File: config.mk
export PLATFORM = sky130hd
export DESIGN_NAME = fetch_stage
export DESIGN_NICKNAME = d
export VERILOG_FILES = /design/src/rtl/fetch_pkg.sv /design/src/rtl/if_id_reg.sv /design/src/rtl/fetch_stage.sv
export SDC_FILE = /design/constraint.sdc
export NUM_CORES = 1
export LEC_CHECK = 0
export CAP_MARGIN = 0
export CORE_ASPECT_RATIO = 1.25
export CORE_MARGIN = 2
export CORE_UTILIZATION = 48
export DETAILED_ROUTE_END_ITERATION = 6
export PLACE_DENSITY = 0.88
export SLEW_MARGIN = 40
export SYNTH_ARGS = -nofsm -noshare
export SYNTH_HDL_FRONTEND = slang
export SYNTH_SLANG_ARGS = --single-unit
File: constraint.sdc
create_clock -name CLK -period 7 [get_ports CLK]
set_input_delay 1.05 -clock CLK [delete_from_list [all_inputs] [get_ports CLK]]
set_output_delay 1.05 -clock CLK [all_outputs]
set_load 0.05 [all_outputs]
File: src/rtl/fetch_pkg.sv
// Shared types and constants for the fetch stage.
// State encoding, IF/ID bundle and default parameter values.
package fetch_pkg;

  typedef logic [1:0] state_t;

  localparam state_t ST_RUN   = 2'd0;
  localparam state_t ST_DRAIN = 2'd1;
  localparam state_t ST_DONE  = 2'd2;

  localparam logic [31:0] NOP_INSTR      = 32'h0000_0000;
  localparam logic [31:0] DEF_HALT_INSTR = 32'hFFFF_FFFF;
  localparam logic [31:0] DEF_RESET_PC   = 32'h0000_0000;

  typedef struct packed {
    logic [31:0] instr;
    logic [31:0] pc_plus4;
    logic        valid;
    logic        halt;
  } if_id_t;

  localparam if_id_t IF_ID_BUBBLE = '{
    instr:    NOP_INSTR,
    pc_plus4: 32'h0,
    valid:    1'b0,
    halt:     1'b0
  };

endpackage

File: src/rtl/if_id_reg.sv
// IF/ID pipeline register.
// Hold has priority over flush, flush over load.
module if_id_reg
  import fetch_pkg::*;
(
  input  logic   clk,
  input  logic   rst_n,
  input  logic   hold,
  input  logic   flush,
  input  logic   load,
  input  if_id_t d,
  output if_id_t q
);

  always_ff @(posedge clk) begin
    if (!rst_n) begin
      q <= IF_ID_BUBBLE;
    end else if (hold) begin
      q <= q;
    end else if (flush) begin
      q <= IF_ID_BUBBLE;
    end else if (load) begin
      q <= d;
    end
  end

endmodule

File: src/rtl/fetch_stage.sv
// Fetch stage: PC, IF/ID register, halt detection and drain.
// All outputs are registered.
module fetch_stage
  import fetch_pkg::*;
#(
  parameter logic [31:0] RESET_PC     = DEF_RESET_PC,
  parameter logic [31:0] HALT_INSTR   = DEF_HALT_INSTR,
  parameter int          DRAIN_CYCLES = 4
) (
  input  logic        CLK,
  input  logic        RST_N,
  input  logic [31:0] Instr_F,
  input  logic        Stall,
  input  logic        BranchTaken_D,
  input  logic [31:0] BranchTarget_D,
  input  logic        Jump_D,
  input  logic [31:0] JumpTarget_D,
  output logic [31:0] PC_F,
  output logic [31:0] Instr_D,
  output logic [31:0] PCPlus4_D,
  output logic        Valid_D,
  output logic        Halt_D,
  output logic        Finished,
  output logic [31:0] FetchCount
);

  localparam logic [7:0] DRAIN_LAST = 8'(DRAIN_CYCLES - 1);

  state_t      state;
  logic [7:0]  drain_cnt;
  logic        run;
  logic        drain;
  logic        go;
  logic        redirect;
  logic        is_halt;
  logic [31:0] pc_plus4;
  logic        rg_hold;
  logic        rg_flush;
  logic        rg_load;
  if_id_t      rg_d;
  if_id_t      rg_q;

  assign run      = (state == ST_RUN);
  assign drain    = (state == ST_DRAIN);
  assign go       = !Stall;
  assign redirect = Jump_D | BranchTaken_D;
  assign is_halt  = (Instr_F == HALT_INSTR);
  assign pc_plus4 = PC_F + 32'd4;

  // DONE freezes IF/ID regardless of Stall
  assign rg_hold  = Stall | (state == ST_DONE);
  assign rg_flush = go & ((run & redirect) | drain);
  assign rg_load  = go & run & !redirect;

  assign rg_d = '{
    instr:    Instr_F,
    pc_plus4: pc_plus4,
    valid:    1'b1,
    halt:     is_halt
  };

  if_id_reg u_if_id (
    .clk   (CLK),
    .rst_n (RST_N),
    .hold  (rg_hold),
    .flush (rg_flush),
    .load  (rg_load),
    .d     (rg_d),
    .q     (rg_q)
  );

  assign Instr_D   = rg_q.instr;
  assign PCPlus4_D = rg_q.pc_plus4;
  assign Valid_D   = rg_q.valid;
  assign Halt_D    = rg_q.halt;

  always_ff @(posedge CLK) begin
    if (!RST_N) begin
      PC_F       <= RESET_PC;
      state      <= ST_RUN;
      drain_cnt  <= '0;
      Finished   <= 1'b0;
      FetchCount <= '0;
    end else if (go) begin
      unique case (state)
        ST_RUN: begin
          if (Jump_D) begin
            PC_F <= JumpTarget_D;
          end else if (BranchTaken_D) begin
            PC_F <= BranchTarget_D;
          end else begin
            FetchCount <= FetchCount + 32'd1;
            if (is_halt) begin
              state     <= ST_DRAIN;
              drain_cnt <= '0;
            end else begin
              PC_F <= pc_plus4;
            end
          end
        end
        ST_DRAIN: begin
          drain_cnt <= drain_cnt + 8'd1;
          if (drain_cnt == DRAIN_LAST) begin
            state    <= ST_DONE;
            Finished <= 1'b1;
          end
        end
        default: ;
      endcase
    end
  end

endmodule

==> metrics.yaml <==
outcome:
  status: "finished, final reports clean"
grt:
  track_usage_pct: 29.9
  grt_pass1_wl_mm: 34.7
  grt_max_degree: 86
  overflow: 0
  grt_pass1_vias: 6975
  antenna_found_initial: 0
finish:
  nFillCells: 1012
  nets: 1100
  regArea_mm2: 0.00282
  final_cell_area_mm2: 0.00968
  n_antenna_cell: 0
  syn2layout_area_growth_pct: 46.3
  drive_gt1_share_pct: 6.05
  multi_input_area_mm2: 0.00356
sta:
  setup_violations: 0
  setup_tns_ns: 0
  slew_violations: 0
  finalCriticalPeriod_ns: 3.39
  fin_crit_sh_pct: 48.4
  worst_clock_skew_ns: 0.00936
  fmax_mhz: 295
  tightest_slew_ns: 0.825
  final_hold_viol_count: 0
  rsz0062_at_grt: "no"
  slew-limit-headroom_pct: 44.5
setup_path:
  critPathKind: "primary input to flop"
  start_kind: "primary input"
  r2r_slack_ns: 4.14
  cp_max_fo: 37
  r2r-start: "PC_F[2]"
  critPathSlowestCell: "a31o_2"
  critical_path_buf_inv_count: 2
  max_stage_delay_ns: 0.66
  path_cells: "clkdlybuf4s50_1, buf_4, or2_2, nor2_1, a31o_2, a221oi_1, a221oi_1"
  arrival_ns: 3.71
  cp-end-kind: "flop"
  path_common_cell: "a221oi_1"
  startpoint: "Jump_D"
  critPathTopFamily: "compound AO/OA/AOI/OAI gates"
  crit_required_ns: 7.32
cts:
  path_clk_slew_ns: 0.06
  cts_setup_buffers: 0
  cts_root_buf: "clkbuf_16"
  cts_tree: "done"
  cts_buffers: 17
  postCtsHoldBufs: 0
  postCtsResizedCells: 0
  clkSinkCount: 141
  cts_max_path_buffers: 2
  htreeDepth: 4
  clkLatencyLatePin_ns: 0.42
floorplan:
  core_area_mm2: 0.0133
  start_util_pct: 49.5
  fp.dieW_um: 109
  ios: 232
  chipHeight_um: 135
  die_area_mm2: 0.0147
  num_rows: 47
synthesis:
  ys_seq_elements: 141
  syn_inst: 800
  synthMuxAreaShare_pct: 0.908
  synth_top_area_share_pct: 42.7
  yosys_most_used_dff: "dfxtp_1"
  syn-num-nets: 904
  synth_area_leaders: "dfxtp_1 43%, nor2_1 6.1%, a22oi_1 5.4%"
  yosysTopAreaCell: "dfxtp_1"
  yosysMostFrequentCell: "dfxtp_1"
  mappedNetlistArea_mm2: 0.00661
  synth_adder_area_share_pct: 0.568
  synthArstFlopShare_pct: 0
  ys_types: 53
  synth_compound_area_share_pct: 22.0
  syn_area_per_cell_um2: 8.27
  synth_top_family_by_area: "simple AND/OR/NAND/NOR gates"
  synth_warnings: 0
  ys_seq_area_share_pct: 42.7
  synthXorXnorAreaFrac_pct: 5.56
  synth-simple-area-share_pct: 24.0
  synth_edf_count: 0
  synth_commonest_cells: "141 x dfxtp_1, 107 x nor2_1, 49 x a21oi_1"
detailed_routing:
  routed_wl_mm: 22.4
  drc: 0
  ant_nets: 0
  first_pass_iters: 6
  drt_iter0_drc: 588
  vias: 7200
  viasPerCell: 6.10
  wl_per_cell_um: 19.0
placed_design:
  place_area_mm2: 0.00901
  portBuffers: 231
  gp_congestion: 0.886
  hpwl_mm: 15.3
min_path:
  holdCritPathClass: "flop to flop"
  hold_path.startpoint: "u_if_id.q[0]"
power_and_ir_drop:
  p_total_uw: 2120
  p_leak_uw: 0.00328
  max-vdd-ir-drop_v: 0.000144
  power_density_mw_per_mm2: 219
job:
  drv_cap: 0
## registers in the layout (all words and copies together) (netlist names)
signal      count
state           2
FetchCount     32
Finished        1
drain_cnt       8
u_if_id.q      66
PC_F           32
## layout make-up
cell class                 count  share of cell area [%]
clock buffer                  17                    4.40
clock inverter                15                    2.17
inverter                      11                   0.440
multi-input combinational    586                    36.8
sequential                   141                    29.2
tap                          171                    2.21
timing repair buffer         239                    24.8
## worst paths after layout
path                  end  cells past startpoint
min          u_if_id.q[0]                      2
max reg2reg      PC_F[28]                      6
min reg2reg  u_if_id.q[0]                      2
max              PC_F[20]                      7
## metal layers
layer  vias up  GRT usage, %  part of all wire [%]
met2       408          50.0                    49
met5         -             0                     0
met1      3370          34.6                    37
met4         0          14.2                   3.6
li1       3358             -                     -
met3        64          8.95                   9.7
## through the flow
stage	util (%)	setup WS (ns)	instances	hold WS [ns]
after floorplan	-	4.14	800	0.452
after global placement	67.1	3.15	1146	0.441
after detailed placement	67.5	3.07	1148	0.447
after CTS	72.3	3.49	1180	0.455
after global routing	72.5	3.40	1180	0.502
final	72.5	3.61	1180	0.453
## worst register-to-register path, stage by stage, from the launching register on
cell and delay, ns:
dfxtp_1 0.54, ha_1 0.36, nand2_1 0.18, or4_1 0.72, or3_1 0.47, o31a_1 0.27
o32ai_2 0.23
## cell families (layout without fill, tap and decap cells)
kind of cell | Yosys count | after routing
AOI/OAI and AO/OA | 218 | 218
xor gates and xnor gates | 42 | 42
adders and majority gates | 3 | 3
buffers and inverters | 73 | 282
DFF | 141 | 141
muxes | 6 | 6
and+or+nand+nor | 317 | 317
## layout by cell type, fill, tap and decap left out, types with 5 or more instances in the layout
cell type	Yosys	layout
or4_1	7	7
xnor2_1	18	18
o32ai_1	6	6
and4_1	7	7
nor2_1	107	104
or2_2	5	5
o211ai_1	9	9
nor4_1	22	18
a211oi_1	10	10
mux2i_1	6	6
a221oi_1	11	11
nand2_1	48	48
and3_1	9	9
dfxtp_1	141	141
a21oi_1	49	49
a22oi_1	48	48
and2_1	9	9
nand3_1	32	32
nor3_1	15	14
o31a_1	8	8
clkbuf_16	0	17
inv_1	10	9
xor2_1	24	24
or3_1	16	16
buf_4	0	6
nand4_1	30	30
clkdlybuf4s50_1	0	230
o21ai_0	47	47
## power by group
part           switching [µW]  internal, µW  total (µW)
clock                     369           602         971
combinational             175           122         297
sequential               31.3           824         855
total                     576          1550        2120
No activity file was read; power rests on OpenSTA's default activity.
